**src/rtl/ws_rx_apb_pkg.sv**
```systemverilog
// Shared definitions for the LED-strip receiver: FSM encoding, register offsets, STATUS/CTRL layout.
// Used by the receiver RTL and by transmitter-side drivers/benches.
package ws_rx_apb_pkg;

  typedef enum logic [1:0] {
    ST_IDLE = 2'd0,
    ST_HIGH = 2'd1,
    ST_LOW  = 2'd2
  } ws_state_t;

  localparam logic [3:0] REG_STATUS = 4'd8;
  localparam logic [3:0] REG_CTRL   = 4'd9;

  localparam int CTRL_EN     = 0;
  localparam int CTRL_IRQ_EN = 1;
  localparam int CTRL_CLR    = 2;

  localparam int BITS_PER_WORD = 24;

  // Field order fixes the STATUS bit positions: frame_done is bit 0, word_cnt is [15:12].
  typedef struct packed {
    logic [3:0] word_cnt;
    logic [7:0] bit_cnt;
    logic       busy;
    logic       pulse_err;
    logic       overflow;
    logic       frame_done;
  } status_t;

endpackage

```
**src/rtl/ws_pulse_meter.sv**
```systemverilog
// Synchronizes DIN and times high/low phases, emitting one-cycle start/bit/error/frame-end strobes.
// Latency: 2 sync flops + 1 edge-detect cycle; no backpressure, strobes are valid only in the cycle they fire.
module ws_pulse_meter
  import ws_rx_apb_pkg::*;
#(
  parameter int HIGH_THRESH = 60,
  parameter int MIN_HIGH    = 20,
  parameter int MAX_HIGH    = 100,
  parameter int RESET_CYC   = 6000
) (
  input  logic clk,
  input  logic rst_n,
  input  logic din,
  input  logic en,
  output logic busy,
  output logic start,
  output logic bit_vld,
  output logic bit_dat,
  output logic pulse_err,
  output logic frame_end
);

  localparam int CNT_TOP = (RESET_CYC > MAX_HIGH + 1) ? RESET_CYC : MAX_HIGH + 1;
  localparam int CW      = $clog2(CNT_TOP + 1);
  localparam logic [CW-1:0] CNT_MAX = '1;
  localparam logic [CW-1:0] THRESH  = CW'(HIGH_THRESH);
  localparam logic [CW-1:0] MIN_C   = CW'(MIN_HIGH);
  localparam logic [CW-1:0] MAX_C   = CW'(MAX_HIGH);
  localparam logic [CW-1:0] LOW_END = CW'(RESET_CYC - 1);

  logic          sync1, din_s, din_d, armed;
  logic [1:0]    fill;
  logic [CW-1:0] cnt;
  logic          rise, fall, short_hi, long_hi;
  ws_state_t     state, state_nxt;

  // armed blocks the reset-release edge: a rise only counts after a valid low has been seen.
  always_ff @(posedge clk or negedge rst_n) begin
    if (!rst_n) begin
      sync1 <= 1'b0;
      din_s <= 1'b0;
      din_d <= 1'b0;
      fill  <= 2'b00;
      armed <= 1'b0;
    end else begin
      sync1 <= din;
      din_s <= sync1;
      din_d <= din_s;
      fill  <= {fill[0], 1'b1};
      if (fill[1] && !din_s) armed <= 1'b1;
    end
  end

  assign rise     = armed & din_s & ~din_d;
  assign fall     = din_d & ~din_s;
  assign short_hi = (cnt < MIN_C);
  assign long_hi  = (cnt > MAX_C);

  // Loading 1 counts the edge cycle itself, so cnt equals the phase length in cycles.
  always_ff @(posedge clk or negedge rst_n) begin
    if (!rst_n)                            cnt <= '0;
    else if (rise || (state == ST_HIGH && fall)) cnt <= CW'(1);
    else if (cnt != CNT_MAX)               cnt <= cnt + 1'b1;
  end

  always_ff @(posedge clk or negedge rst_n) begin
    if (!rst_n) state <= ST_IDLE;
    else        state <= state_nxt;
  end

  always_comb begin
    state_nxt = state;
    if (!en) begin
      state_nxt = ST_IDLE;
    end else begin
      case (state)
        ST_IDLE: if (rise) state_nxt = ST_HIGH;
        ST_HIGH: if (fall) state_nxt = long_hi ? ST_IDLE : ST_LOW;
        ST_LOW: begin
          if (rise)                state_nxt = ST_HIGH;
          else if (cnt >= LOW_END) state_nxt = ST_IDLE;
        end
        default: state_nxt = ST_IDLE;
      endcase
    end
  end

  always_comb begin
    busy      = (state != ST_IDLE);
    start     = 1'b0;
    bit_vld   = 1'b0;
    bit_dat   = 1'b0;
    pulse_err = 1'b0;
    frame_end = 1'b0;
    if (en) begin
      case (state)
        ST_IDLE: start = rise;
        ST_HIGH: begin
          if (fall) begin
            pulse_err = short_hi | long_hi;
            bit_vld   = ~(short_hi | long_hi);
            bit_dat   = (cnt >= THRESH);
          end
        end
        ST_LOW:  frame_end = ~rise & (cnt >= LOW_END);
        default: ;
      endcase
    end
  end

endmodule

```
**src/rtl/ws_rx_apb.sv**
```systemverilog
// APB slave capturing LED-strip serial frames into a word buffer with status flags and a frame-done IRQ.
// Zero-wait-state APB (PREADY tied high); DIN decode trails the line by 3 cycles and never stalls.
module ws_rx_apb
  import ws_rx_apb_pkg::*;
#(
  parameter int NUM_WORDS   = 8,
  parameter int HIGH_THRESH = 60,
  parameter int MIN_HIGH    = 20,
  parameter int MAX_HIGH    = 100,
  parameter int RESET_CYC   = 6000
) (
  input  logic        PCLK,
  input  logic        PRESERN,
  input  logic        PSEL,
  input  logic        PENABLE,
  input  logic        PWRITE,
  input  logic [31:0] PADDR,
  input  logic [31:0] PWDATA,
  output logic [31:0] PRDATA,
  output logic        PREADY,
  output logic        PSLVERR,
  input  logic        DIN,
  output logic        IRQ
);

  localparam int WPW = $clog2(NUM_WORDS + 1);

  logic [3:0]                 addr;
  logic                       wr, clr;
  logic                       en, irq_en, irq;
  logic [NUM_WORDS-1:0][23:0] data;
  logic [WPW-1:0]             wptr;
  logic [4:0]                 bptr;
  logic                       fresh, frame_done, overflow, pulse_err;
  logic [7:0]                 bit_cnt;
  logic [3:0]                 word_cnt;
  logic                       m_busy, m_start, m_bit_vld, m_bit_dat, m_err, m_frame_end;
  status_t                    st;
  logic                       unused;

  assign addr    = PADDR[5:2];
  assign wr      = PSEL & PENABLE & PWRITE;
  assign clr     = wr && (addr == REG_CTRL) && PWDATA[CTRL_CLR];
  assign PREADY  = 1'b1;
  assign PSLVERR = 1'b0;
  assign IRQ     = irq;
  assign unused  = ^{PADDR[31:6], PADDR[1:0], PWDATA[31:3]};

  ws_pulse_meter #(
    .HIGH_THRESH (HIGH_THRESH),
    .MIN_HIGH    (MIN_HIGH),
    .MAX_HIGH    (MAX_HIGH),
    .RESET_CYC   (RESET_CYC)
  ) u_meter (
    .clk       (PCLK),
    .rst_n     (PRESERN),
    .din       (DIN),
    .en        (en),
    .busy      (m_busy),
    .start     (m_start),
    .bit_vld   (m_bit_vld),
    .bit_dat   (m_bit_dat),
    .pulse_err (m_err),
    .frame_end (m_frame_end)
  );

  always_ff @(posedge PCLK or negedge PRESERN) begin
    if (!PRESERN) begin
      en     <= 1'b0;
      irq_en <= 1'b0;
    end else if (wr && addr == REG_CTRL) begin
      en     <= PWDATA[CTRL_EN];
      irq_en <= PWDATA[CTRL_IRQ_EN];
    end
  end

  // CLR is applied first so any event in the same cycle overrides it.
  always_ff @(posedge PCLK or negedge PRESERN) begin
    if (!PRESERN) begin
      data       <= '0;
      wptr       <= '0;
      bptr       <= '0;
      fresh      <= 1'b0;
      frame_done <= 1'b0;
      overflow   <= 1'b0;
      pulse_err  <= 1'b0;
      bit_cnt    <= '0;
      word_cnt   <= '0;
      irq        <= 1'b0;
    end else begin
      irq <= frame_done & irq_en;
      if (clr) begin
        frame_done <= 1'b0;
        overflow   <= 1'b0;
        pulse_err  <= 1'b0;
        bit_cnt    <= '0;
        word_cnt   <= '0;
      end
      if (m_start) fresh <= 1'b1;
      if (m_err) pulse_err <= 1'b1;
      if (m_bit_vld) begin
        fresh <= 1'b0;
        if (fresh) begin
          data       <= '0;
          data[0][0] <= m_bit_dat;
          wptr       <= '0;
          bptr       <= 5'd1;
          bit_cnt    <= 8'd1;
          word_cnt   <= '0;
          frame_done <= 1'b0;
        end else begin
          if (bit_cnt != 8'hFF) bit_cnt <= bit_cnt + 1'b1;
          if (wptr == WPW'(NUM_WORDS)) begin
            overflow <= 1'b1;
          end else begin
            for (int i = 0; i < NUM_WORDS; i++)
              if (wptr == WPW'(i)) data[i][bptr] <= m_bit_dat;
            if (bptr == 5'(BITS_PER_WORD - 1)) begin
              bptr <= '0;
              wptr <= wptr + 1'b1;
            end else begin
              bptr <= bptr + 1'b1;
            end
          end
        end
      end
      // A still-fresh frame accepted no bits, so it must not raise FRAME_DONE.
      if (m_frame_end && !fresh && bit_cnt != 8'd0) begin
        frame_done <= 1'b1;
        word_cnt   <= 4'(wptr);
      end
    end
  end

  always_comb begin
    st            = '0;
    st.word_cnt   = word_cnt;
    st.bit_cnt    = bit_cnt;
    st.busy       = m_busy;
    st.pulse_err  = pulse_err;
    st.overflow   = overflow;
    st.frame_done = frame_done;
  end

  always_comb begin
    PRDATA = '0;
    if (PSEL && !PWRITE) begin
      if (addr == REG_STATUS) begin
        PRDATA = {16'h0, st};
      end else if (addr == REG_CTRL) begin
        PRDATA = {30'h0, irq_en, en};
      end else begin
        for (int i = 0; i < NUM_WORDS; i++)
          if (addr == 4'(i)) PRDATA = {8'h0, data[i]};
      end
    end
  end

endmodule

```
**config.mk**
```make
export PLATFORM = sky130hd
export DESIGN_NAME = ws_rx_apb
export DESIGN_NICKNAME = d
export VERILOG_FILES = /design/src/rtl/ws_rx_apb_pkg.sv /design/src/rtl/ws_pulse_meter.sv /design/src/rtl/ws_rx_apb.sv
export SDC_FILE = /design/constraint.sdc
export NUM_CORES = 1
export LEC_CHECK = 0
export CORE_ASPECT_RATIO = 0.5
export CORE_MARGIN = 4
export CORE_UTILIZATION = 35
export CTS_CLUSTER_SIZE = 40
export DETAILED_ROUTE_END_ITERATION = 8
export PLACE_DENSITY = 0.57
export SLEW_MARGIN = 20
export SYNTH_ARGS = -nofsm -noshare
export SYNTH_HDL_FRONTEND = slang
export SYNTH_SLANG_ARGS = --single-unit
```
**constraint.sdc**
```tcl
create_clock -name PCLK -period 3.7 [get_ports PCLK]
set_input_delay 0.74 -clock PCLK [delete_from_list [all_inputs] [get_ports PCLK]]
set_output_delay 0.74 -clock PCLK [all_outputs]
set_load 0.05 [all_outputs]
```
After elaboration in Yosys (flattened, before gate mapping)
Index checks and enable logic that the tools add are counted.
{"block": "totals", "reg_bits": 241, "input_bits": 70, "out_inout_bits": 35, "wordCells": 193}
{"block": "classes", "addsub": 4, "order_cmp": 6, "eq_ne": 26, "muxes": 79, "bitwise": 12, "n_reduce_logical": 40}
{"operator": "$mux 192", "count": 2}
{"operator": "$mux 32", "count": 10}
{"operator": "$mux 24", "count": 9}
{"operator": "$bwmux 24", "count": 8}
{"operator": "$eq 4x3->1 const B", "count": 8}
{"operator": "$mux 8", "count": 4}
{"operator": "$reduce_and 3->1", "count": 10}
{"operator": "$mux 4", "count": 7}
{"operator": "$mux 1", "count": 26}
{"operator": "$mux 13", "count": 2}
{"operator": "$reduce_bool 2->1", "count": 13}
{"operator": "$eq 4x2->1 const B", "count": 4}
{"operator": "$mux 5", "count": 3}
{"operator": "$add 13x1->13 const B", "count": 1}
{"operator": "$ge 13x13->1 const B", "count": 1}
{"operator": "$ge 13x6->1 const B", "count": 1}
{"operator": "$gt 13x7->1 const B", "count": 1}
{"operator": "$lt 13x5->1 const B", "count": 1}
{"operator": "$ne 13x13->1 const B", "count": 1}
{"operator": "$eq 4x4->1 const B", "count": 3}
{"operator": "$mux 2", "count": 6}
{"operator": "$add 8x1->8 const B", "count": 1}
{"operator": "$eq 4x1->1 const B", "count": 2}
{"operator": "$logic_and 1x1->1", "count": 8}
{"operator": "22 further kinds", "count": 35}

Longest topological paths before layout
{"block": "depth", "word_depth": 12, "mapped_depth": 9, "ltp_nobuf": 6}

By module
A second synthesis with hierarchy kept.
{"block": "unflattened", "hier_cells": 1376, "area_unflattened_um2": 12614.6}
{"mod": "ws_rx_apb", "n_inst": 1, "cells_per_inst": 1257, "area_per_inst_um2": 11479.8, "seq_area_each_um2": 5505.3}
{"mod": "ws_pulse_meter", "n_inst": 1, "cells_per_inst": 119, "area_per_inst_um2": 1134.8, "seq_area_each_um2": 525.5}

Worst setup path after synthesis
OpenSTA, ideal clock, no wires.
{"block": "synth_timing", "kind": "input -> output", "start": "input PADDR[2]", "end": "output PRDATA[19]", "arrival_time_ps": 3631, "required_ps": 2960, "setup_slack_ps": -671, "stages": 7, "path_buffers": 5, "cell_sequence": "buf_2 > buf_1 > buf_2 > clkbuf_1 > buf_1 > o22ai_1 > a211oi_1"}
{"block": "synth_between", "elab_chain_len": 12, "elab_cells_between_ends": 21, "classes_between": "9 x eq/ne; 11 x mux; 1 x reduce/logical"}
{"element": "from (decl)", "line": "ws_rx_apb.sv:17", "source": "input logic [31:0] PADDR,"}
{"element": "$logic_not 4->1", "line": "ws_rx_apb.sv:154", "source": "if (addr == 4'(i)) PRDATA = {8'h0, data[i]};"}
{"element": "$mux 24", "line": "ws_rx_apb.sv:154"}
{"element": "$mux 32 (7 in a row)", "line": "ws_rx_apb.sv:154"}
{"element": "$mux 32", "line": "ws_rx_apb.sv:150", "source": "end else if (addr == REG_CTRL) begin"}
{"element": "$mux 32 *", "line": "ws_rx_apb.sv:148", "source": "if (addr == REG_STATUS) begin"}
{"element": "$mux 32 *", "line": "ws_rx_apb.sv:147", "source": "if (PSEL && !PWRITE) begin"}
{"element": "to (decl)", "line": "ws_rx_apb.sv:19", "source": "output logic [31:0] PRDATA,"}
Mark *: on every way between the ends. The rest lies on a longest branch, timed or not.

Final worst setup path
{"block": "layout_timing", "start": "input PADDR[4]", "end": "output PRDATA[13]"}
The elaborated chain is that of the path after synthesis.

==> reports/qor.csv <==
metric;value;unit
Slew Viols, Final;0;
gr ovfl total;0;
PwrDens;435;nW/µm²
Clock Sinks;241;
wire length per cell;22.8;µm
vias in the first global route;10900;
I/O pin total;105;
Clock Latency Late Sink;560;ps
root buf cell;clkbuf_16;
DIE AREA;38400;µm²
WL final;41100;µm
sequential area share after synthesis;49.0;%
Fill cells;3378;
ranking of synthesized cells by area;dfrtp_1, o21ai_0, o21ai_1, mux4_2, clkbuf_1;
Worst Slack Setup Final;58.8;ps
synth unique cells;76;
synthesis-stage register bit count;241;
FF-to-FF End;data[148];
maximum VDD drop;262;µV
core outline area;34600;µm²
final RePlAce weighted congestion;0.873;
Yosys warnings;0;
reg-to-reg slack, setup;590;ps
Leak;5.89;nW
clk_skew;13.9;ps
Worst Reg-to-Reg Cells;6;
Tot Pwr;6.24;mW
Synth top area share;49.0;%
initial cell density of the core;35.6;%
critical path fanouts, max;7;
Post-Syn Instances;1289;
status;finished, final reports clean;
DP Worst Slack;28.0;ps
CP Capture Type;output pin;
antenna fix cells;0;
Post-synth EDFFs;0;
cts hold-fix bufs;0;
critical path required time;2960;ps
die width;273;µm
Rows;48;
largest area contributor in the netlist;dfrtp_1;
Relative slew margins;35.0;%
reg2reg start;u_meter.cnt[7];
final antenna-violating net count;0;
CP delay by family, top;simple AND/OR/NAND/NOR gates;
endpoints failing hold;0;
Post-Syn Area;12300;µm²
Worst path slowest cell;clkdlybuf4s50_1;
Total GRT Usage;21.3;%
fin crit share;98.4;%
Critical Path AT;2900;ps
ys async rst share;100;%
max incr delay on CP;470;ps
largest net degree at the start of global routing;80;
DR DRC count;0;
clock transition at the registers of the reported paths;60;ps
Slew @ Worst Pin;971;ps
CTS tree;done;
Max Freq;275;MHz
startpoint type of the worst setup path;primary input;
worst path bufs/invs;3;
CTS H-tree lvls;1;
critical path cell sequence;clkdlybuf4s50_1 > buf_4 > nor2_1 > and2_1 > nand2b_1 > nor3_1 > a221o_1 > buf_12;
Num CTS Buffers;25;
Pre-antenna DRT Iters;8;
RSZ-0062 raised after global routing;no;
Die Ht;141;µm
first-pass GRT wire length;64100;µm
Worst Hold Class;in2async;
Crit Path Class;in2out;
Nets;1396;
syn_area_per_cell;9.56;µm²
Port Buffers;37;
share of layout cells above drive strength 1;15.0;%
P&R area growth vs syn;16.5;%
initial antenna violation count;0;
Top FF cell, synth;dfrtp_1;
dpl hpwl;26100;µm
via count;10900;
max cap viols;0;
# setup viols final;0;
Tmin final;3640;ps
routed vias/inst;6.01;
CTS max path bufs;3;
DRT iter0 DRCs;1200;
Core Util, Final;41.5;%
[worst max-delay path by stage]
stage | from | endpoint | slack [ps] | cells after the start
finish | PADDR[4] | PRDATA[13] | 60 | 8
global placement | PADDR[5] | PRDATA[13] | 40 | 7
CTS | PADDR[5] | PRDATA[13] | 5 | 7
detailed placement | PADDR[5] | PRDATA[13] | 30 | 7
floorplan | PADDR[2] | PRDATA[19] | -210 | 7
global route | PADDR[4] | PRDATA[16] | 30 | 9
[sequential cells by signal, indices dropped and copies added, names as in the netlist, 2 cells and up]
name and cells:
bit_cnt 8, bptr 5, data 192, u_meter.cnt 13
u_meter.fill 2, u_meter.state 2, word_cnt 4, wptr 4
[metrics by stage]
step	std cells	setup TNS [ps]	instance area (µm²)	hold WS, ps
3_3_place_gp	1762	0	13500	332
3_5_place_dp	1762	0	13500	338
5_1_grt	1806	0	14300	82.5
6_report	1806	0	14300	75.9
4_1_cts	1806	0	14300	76.0
2_1_floorplan	1298	-404	12500	331
[cell usage in the layout (no fill, tap or decap), drive strengths merged, types with 5 or more instances in the layout]
cell type and count:
o21ai 420, dfrtp 241, buf 90, nor2 65
nand2 56, a21oi 53, clkbuf 35, nand3 25
nor3 22, a31oi 20, mux2i 19, o22ai 18
mux4 16, nand4 15, inv 14, o2bb2ai 13
nand2b 12, and2 12, mux2 12, ha 12
conb 11, clkdlybuf4s50 10, or4 9, nor2b 8
a22oi 8, and3 7, o211ai 7, o22a 6
a221oi 6, clkinv 6, a211o 5, a222oi 5
a221o 5, xor2 5, nor4 5
[synthesized netlist by cell type, types with 3 or more instances]
library cell	count
or4_4	6
a221oi_1	6
xnor2_1	4
a21oi_1	53
o2bb2ai_1	13
o21ai_2	7
nor3_1	20
buf_1	7
buf_6	16
o21ai_1	167
nor2b_1	8
nor3b_1	3
nor4_1	4
o21ai_0	246
and3_1	7
a21o_1	4
buf_4	11
a31oi_1	20
nand2b_1	12
or3_1	4
xor2_1	5
nor2_1	65
mux2i_1	19
o22ai_1	18
o22a_1	6
and2_1	12
a222oi_1	5
buf_2	3
inv_1	13
clkbuf_1	73
dfrtp_1	241
nand4_1	15
nand2_1	56
a22oi_1	8
ha_1	12
a221o_1	5
o31ai_1	3
or4_1	3
nand3_1	25
mux2_2	12
mux4_2	16
o211ai_1	7
a211o_1	5
[routing by layer]
metal | vias to the layer above | global-route usage [%] | wire length, µm
met2 | 506 | 32.8 | 18200
met5 | - | 0 | 0
met3 | 95 | 4.85 | 3770
met4 | 0 | 7.31 | 1360
met1 | 5437 | 29.9 | 17800
li1 | 4825 | - | -
[area by class of cell]
class | instances | area, µm² | area share, %
clock inverter | 9 | 124 | 0.863
timing repair buffer | 100 | 1010 | 7.01
tap | 475 | 594 | 4.14
inverter | 14 | 52.6 | 0.366
clock buffer | 35 | 743 | 5.18
sequential | 241 | 6030 | 42.0
multi-input combinational | 932 | 5790 | 40.4
[cell families after synthesis]
logic type / share of synthesized area [%]
AOI/OAI and AO/OA: 27.8
muxes: 5.57
adders and majority gates: 1.22
DFF: 49.0
buffers and inverters: 5.16
other: 0.0610
xor gates and xnor gates: 0.640
and+or+nand+nor: 10.6
[repair_timing]
action	CTS	global route
buffers inserted	0	0
setup endpoints to repair	0	4
gates resized for setup	0	2
[where the power goes]
part           internal, mW  switching (mW)
clock network          1.60            1.10
registers              2.67           0.110
logic                 0.194           0.564
total                  4.47            1.77
[worst register-to-register path, stage by stage (launching register included)]
cell      delay, ps
dfrtp_1         430
or4_4           590
a2111o_1        610
nor4_4          690
nand4_1         190
buf_4           300
o21ai_0         220
(Power assumes the default switching activity.)
==> edit 1, RTL diff (same settings) <==
Set the parameter `NUM_WORDS` to 16 (it was 8).
--- a/src/rtl/ws_rx_apb.sv
+++ b/src/rtl/ws_rx_apb.sv
@@ -3,7 +3,7 @@
 module ws_rx_apb
   import ws_rx_apb_pkg::*;
 #(
-  parameter int NUM_WORDS   = 8,
+  parameter int NUM_WORDS   = 16,
   parameter int HIGH_THRESH = 60,
   parameter int MIN_HIGH    = 20,
   parameter int MAX_HIGH    = 100,
Function: no difference found for any inputs over 4 cycles, from zero or initial values; that may be too few to reach the edited logic, so the function may still have changed.
==> edit 1 against the original RTL <==
  * Count of clock-buffer cells in the layout increased by 20
  * Area after synthesis increased by 70%
  * Worst setup slack got worse by 0.048 ns
  * Global-route usage increased by 4.7 points
  * Critical endpoint is now PRDATA[11]
  * Total power increased by 58%
  * Final area increased by 71%
  * Sequential cell count increased by 145
  * Sequential share of layout area decreased by 2.6 points
  * Wire length increased by 110%
==> edit 1: results (changes against the original RTL) <==
Outcome: completed (unchanged). The number of antenna violations at the first check in global routing is 3 (was 0). The worst slack at placement came out at 0.0521 ns (was 0.0280 ns). The first-pass GRT wire length is 126000 um (was 64100 um). The final RePlAce weighted congestion is 0.896 (was 0.873).

The post-detailed-routing wire length came out at 85400 um (was 41100 um). Top cells by area in the synthesized netlist: sky130_fd_sc_hd__dfrtp_1 (46%), sky130_fd_sc_hd__o2bb2ai_1 (10%), sky130_fd_sc_hd__nand2_1 (7.2%) (was sky130_fd_sc_hd__dfrtp_1 (49%), sky130_fd_sc_hd__o21ai_0 (10%), sky130_fd_sc_hd__o21ai_1 (6.8%)). The largest driver fanout on the critical path came out at 15 (was 7). The detailed-router iteration count before antenna repair is 6 (was 8). The launching instance or port of the critical path was PADDR[5] (was PADDR[4]). The estimated wirelength of the detail-placed design is 54700 um (was 26100 um). The clock skew is 0.0176 ns (was 0.0139 ns). The number of different library cells in the post-synthesis netlist came out at 88 (was 76).

The post-route standard cell area excluding fillers came out at 24500 sq um (was 14300 sq um). The share of cells above drive strength 1 is 15.2% (was 15.0%). The kind of cell adding the most delay to the critical path is simple AND/OR/NAND/NOR gates (unchanged). Leading cell types by count after synthesis: sky130_fd_sc_hd__nand2_1 (400), sky130_fd_sc_hd__dfrtp_1 (386), sky130_fd_sc_hd__o2bb2ai_1 (246) (was sky130_fd_sc_hd__o21ai_0 (246), sky130_fd_sc_hd__dfrtp_1 (241), sky130_fd_sc_hd__o21ai_1 (167)). The number of nets in the layout came out at 2289 (was 1396). The count of yosys warnings during synthesis came to 0 (unchanged).

The via count of the first global-routing pass is 18300 (was 10900). The number of instances in the placed design is 2974 (was 1762). The wire length per cell came out at 28.0 um (was 22.8 um). The number of H-tree levels came out at 2 (was 1). The first-iteration detailed-routing DRC count came out at 2684 (was 1200). The share of synthesized area occupied by flip-flops and latches is 46.1% (was 49.0%). The effective utilization at floorplan is 35.4% (was 35.6%).

The total via count after detailed routing came out at 19100 (was 10900). The gate count of the mapped netlist is 2180 (was 1289). The measured slew at the worst slew-check pin came out at 1.09 ns (was 0.971 ns). The global-route usage over all layers is 26.1% (was 21.3%).

The standby leakage power is 9.65 nW (was 5.89 nW). The maximum number of pins on one net before global-route repair came to 83 (was 80). The path type of the worst min-delay path is input port to asynchronous set/reset pin (unchanged). The total placed instance area is 23100 sq um (was 13500 sq um). The master of the slowest instance on the critical path is sky130_fd_sc_hd__nor2b_1 (was sky130_fd_sc_hd__clkdlybuf4s50_1). The number of clock buffers inserted by TritonCTS is 41 (was 25). The fill cell total of the finished layout came out at 5720 (was 3378). The worst voltage drop across the vdd grid came out at 285 uV (was 262 uV). The largest stage delay on the critical path is 0.60 ns (was 0.47 ns). Largest registers: data x336, u_meter.cnt x13, bit_cnt x8 (was data x192, u_meter.cnt x13, bit_cnt x8). The startpoint of the worst-slack reg-to-reg timing path is u_meter.cnt[11] (was u_meter.cnt[7]). The arrival time at the worst endpoint was 2.95 ns (was 2.90 ns).

The total internal power is 0.00719 W (was 0.00447 W).
-- edit 1: cell count changes in the layout (fill, tap and decap cells not counted), moves of 18 or more --
cell and change:
sky130_fd_sc_hd__buf_4 +85, sky130_fd_sc_hd__a21o_1 +28, sky130_fd_sc_hd__nand2_1 +343, sky130_fd_sc_hd__a21oi_1 +27
sky130_fd_sc_hd__o2bb2ai_1 +235, sky130_fd_sc_hd__clkbuf_16 +18, sky130_fd_sc_hd__nand3_1 +20, sky130_fd_sc_hd__a22o_1 +63
sky130_fd_sc_hd__o21ai_1 -125, sky130_fd_sc_hd__o21ai_0 -155, sky130_fd_sc_hd__dfrtp_1 +145, sky130_fd_sc_hd__buf_12 +19
-- edit 1: final cells by class --
class | count | share of cell area (%)
Multi-Input combinational cell | 1543 | 41.9
Sequential cell | 386 | 39.5
Timing Repair Buffer | 204 | 8.26
Clock buffer | 55 | 4.78
Tap cell | 812 | 4.15
Clock inverter | 19 | 0.940
Inverter | 30 | 0.460
Antenna cell | 1 | 0.0102
-- edit 1: power groups by stage --
| stage | logic, W | clock network (W) | registers [W] |
|---|---|---|---|
| after CTS | 0.000987 | 0.00446 | 0.00443 |
| after global routing | 0.00107 | 0.00465 | 0.00444 |
| after detailed placement | 0.000984 | 0 | 0.00451 |
| final | 0.00101 | 0.00442 | 0.00444 |
| after floorplan | 0.000586 | 0 | 0.00441 |
| after global placement | 0.000977 | 0 | 0.00451 |
-- edit 1: worst paths after layout --
| kind | slack (ns) | cells after the start | to |
|---|---|---|---|
| hold reg to reg | 0.35 | 0 | u_meter.din_s |
| min in group PCLK | 0.35 | 0 | u_meter.din_s |
| hold / removal | 0.20 | 1 | data[166] |
| setup / recovery | 0.01 | 9 | PRDATA[11] |
| max in group asynchronous | 2.44 | 2 | data[38] |
| setup reg to reg | 0.60 | 5 | data[265] |
-- edit 1: what timing repair did --
action | in CTS | in global routing
setup endpoints to repair | 0 | 1
buffers inserted | 0 | 0
resized for setup | 0 | 2
-- edit 1: layer usage --
| layer | up-vias | wire (um) | global-route usage (%) |
|---|---|---|---|
| li1 | 8109 | - | - |
| met1 | 9585 | 36800 | 37.9 |
| met2 | 1159 | 35100 | 36.8 |
| met3 | 203 | 10200 | 7.43 |
| met4 | 2 | 3270 | 9.15 |
| met5 | - | 16 | 0 |
-- edit 1: cell families (layout without fill, tap and decap cells) --
logic type / after synthesis / count (layout) / synth area share [%]
xor gates and xnor gates: 12 / 12 / 0.502
other: 2 / 12 / 0.0358
muxes: 63 / 63 / 3.88
DFF: 386 / 386 / 46.1
buffers and inverters: 260 / 308 / 5.56
AOI/OAI and AO/OA: 761 / 761 / 27.1
and+or+nand+nor: 683 / 683 / 16.1
adders and majority gates: 13 / 13 / 0.776
==> edit 2, RTL diff (same settings) <==
Without the edit above. Register the output `IRQ` once more, with the module's reset; this adds one clock of latency there. The other outputs are not delayed to match.
--- a/src/rtl/ws_rx_apb.sv
+++ b/src/rtl/ws_rx_apb.sv
@@ -43,7 +43,13 @@
   assign clr     = wr && (addr == REG_CTRL) && PWDATA[CTRL_CLR];
   assign PREADY  = 1'b1;
   assign PSLVERR = 1'b0;
-  assign IRQ     = irq;
+  always_ff @(posedge PCLK or negedge PRESERN) begin
+    if (!PRESERN) begin
+      IRQ <= '0;
+    end else begin
+      IRQ <= irq;
+    end
+  end
   assign unused  = ^{PADDR[31:6], PADDR[1:0], PWDATA[31:3]};
 
   ws_pulse_meter #(
Function: same outputs for any inputs over 4 cycles, from zero or initial values; that may be too few to reach the edited logic, so the function may still have changed.
==> edit 2 against the original RTL <==
  * First-iteration DRC count is 6.7% lower
  * Clock power shrank 4%
  * Final area increased by 2.8%
  * Total power shrank 1.4%
  * Worst setup slack lost 0.049 ns
  * Sequential cell count is 1 higher
  * Area after synthesis up 1.4%
  * Die area grew 1.4%
  * Wire length decreased by 5.5%
==> edit 2: results (changes against the original RTL) <==
The final RePlAce weighted congestion came out at 0.848 (was 0.873). The share of synthesized area occupied by flip-flops and latches came out at 48.5% (was 49.0%). The detailed-router iteration count before antenna repair is 8 (unchanged). The clock-pin slew on the worst setup and hold paths was 0.06 ns (about the same). The first-pass GRT wire length came out at 61600 um (was 64100 um). The worst voltage drop across the vdd grid came out at 311 uV (was 262 uV). The wire length per cell came to 20.9 um (was 22.8 um). The number of clock buffers inserted by TritonCTS is 25 (unchanged). The number of antenna violations at the first check in global routing was 0 (unchanged). The routing usage on met3 came out at 4.58% (was 4.85%). The final routed DRC violation total came out at 0 (unchanged).

Leading cell types by count after synthesis: sky130_fd_sc_hd__o21ai_0 (411), sky130_fd_sc_hd__dfrtp_1 (242), sky130_fd_sc_hd__nand2_1 (76) (was sky130_fd_sc_hd__o21ai_0 (246), sky130_fd_sc_hd__dfrtp_1 (241), sky130_fd_sc_hd__o21ai_1 (167)). The port buffer count is 37 (unchanged). The cell chosen for the clock root is sky130_fd_sc_hd__clkbuf_16 (unchanged). The vias per cell is 5.82 (was 6.01).

The number of different library cells in the post-synthesis netlist was 70 (was 76). The first-iteration detailed-routing DRC count was 1120 (was 1200). Top cells by area in the synthesized netlist: sky130_fd_sc_hd__dfrtp_1 (48%), sky130_fd_sc_hd__o21ai_0 (16%), sky130_fd_sc_hd__nand2_1 (2.3%) (was sky130_fd_sc_hd__dfrtp_1 (49%), sky130_fd_sc_hd__o21ai_0 (10%), sky130_fd_sc_hd__o21ai_1 (6.8%)). The largest driver fanout on the critical path came to 14 (was 7).

The number of H-tree levels was 1 (unchanged). The estimated wirelength of the detail-placed design is 24700 um (was 26100 um). The clock latency on the worst-skew pair came out at 0.55 ns. The number of buffers on the longest clock path was 3 (unchanged). The share of cells above drive strength 1 was 15.1% (was 15.0%). The maximum number of pins on one net before global-route repair came out at 92 (was 80). The standby leakage power is 6.09 nW (was 5.89 nW). The path type of the worst min-delay path is input port to asynchronous set/reset pin (unchanged). The total placed instance area is 13800 sq um (was 13500 sq um). The met2 layer usage reported by global route was 30.1% (was 32.8%). The proportion of synthesized flip-flops having asynchronous set or reset came to 100% (unchanged). Largest registers: data x192, u_meter.cnt x13, bit_cnt x8 (unchanged). The global-route usage over all layers was 20.0% (was 21.3%). The via count of the first global-routing pass came to 10700 (was 10900). The number of nets in the layout is 1455 (was 1396). The global-route met1 utilization came out at 29.2% (was 29.9%).

The worst slew margin relative to its limit came out at 42.7% (was 35.0%). Outcome: completed (unchanged). The number of antenna diodes came to 0 (unchanged). The count of yosys warnings during synthesis came out at 0 (unchanged). The fill cell total of the finished layout is 3370 (was 3378). The clock skew is 0.0262 ns (was 0.0139 ns).
[edit 2: area by class of cell]
cell class	instances	share of cell area (%)
flip-flops and latches	242	41.1
multi-input cells	964	40.0
repair buffers	115	8.76
clock buffers	36	4.93
well taps	475	4.03
inverters	25	0.636
clock inverters	6	0.568
[edit 2: critical path, stage by stage]
cell and delay (ns):
sky130_fd_sc_hd__clkdlybuf4s50_1 0.46, sky130_fd_sc_hd__buf_12 0.18, sky130_fd_sc_hd__nor3b_4 0.25, sky130_fd_sc_hd__buf_4 0.24
sky130_fd_sc_hd__nand2_1 0.07, sky130_fd_sc_hd__a32o_1 0.26, sky130_fd_sc_hd__a221oi_1 0.32, sky130_fd_sc_hd__a221o_1 0.25
sky130_fd_sc_hd__buf_12 0.16
[edit 2: metal layers]
layer / vias to the layer above / share of wire [%] / routed length, um
met5: - / 0 / 0
met4: 0 / 1.8 / 702
met3: 52 / 8.8 / 3420
met2: 433 / 44 / 17100
met1: 5381 / 46 / 17700
li1: 4971 / - / -
[edit 2: kinds of logic after synthesis]
kind of cell | Yosys count | share of synthesized area [%]
AO/OA/AOI/OAI | 620 | 28.2
XOR/XNOR | 13 | 0.911
AND/OR/NAND/NOR | 268 | 12.2
other | 2 | 0.0601
adder cells (fa/ha/maj) | 12 | 1.20
flip-flops | 242 | 48.5
buffers and inverters | 138 | 5.52
multiplexers | 40 | 3.40
[edit 2: worst paths after layout]
check	slack (ns)	cells after the start	start	endpoint
worst min-delay path	0.20	1	PRESERN	irq
max in group asynchronous	2.55	2	PRESERN	data[104]
worst max register to register	0.96	7	u_meter.din_s	data[151]
worst max-delay path	0.01	9	PADDR[5]	PRDATA[2]
worst min register to register	0.35	0	u_meter.sync1	u_meter.din_s
min in group PCLK	0.35	0	u_meter.sync1	u_meter.din_s
[edit 2: power breakdown]
part	total [W]	switching, W	internal [W]
logic	0.000834	0.000608	0.000225
registers	0.00274	0.0000611	0.00268
clock network	0.00258	0.00108	0.00149
[edit 2: stage by stage]
step	util, %	worst slack (ns)	hold slack [ns]	cells
after floorplan	-	-0.0130	0.331	1344
after global placement	39.7	-0.00372	0.332	1817
after detailed placement	39.7	-0.0359	0.335	1817
after CTS	42.1	0.00243	0.241	1859
after global routing	42.3	-0.0242	0.250	1863
final	42.3	0.00971	0.197	1863
[edit 2: timing repair]
action | 4_1_cts | 5_1_grt
hold buffers | 0 | 0
pin swaps | 0 | 6
buffers inserted | 0 | 4
gates resized for setup | 1 | 10
endpoints found under the setup margin | 2 | 14
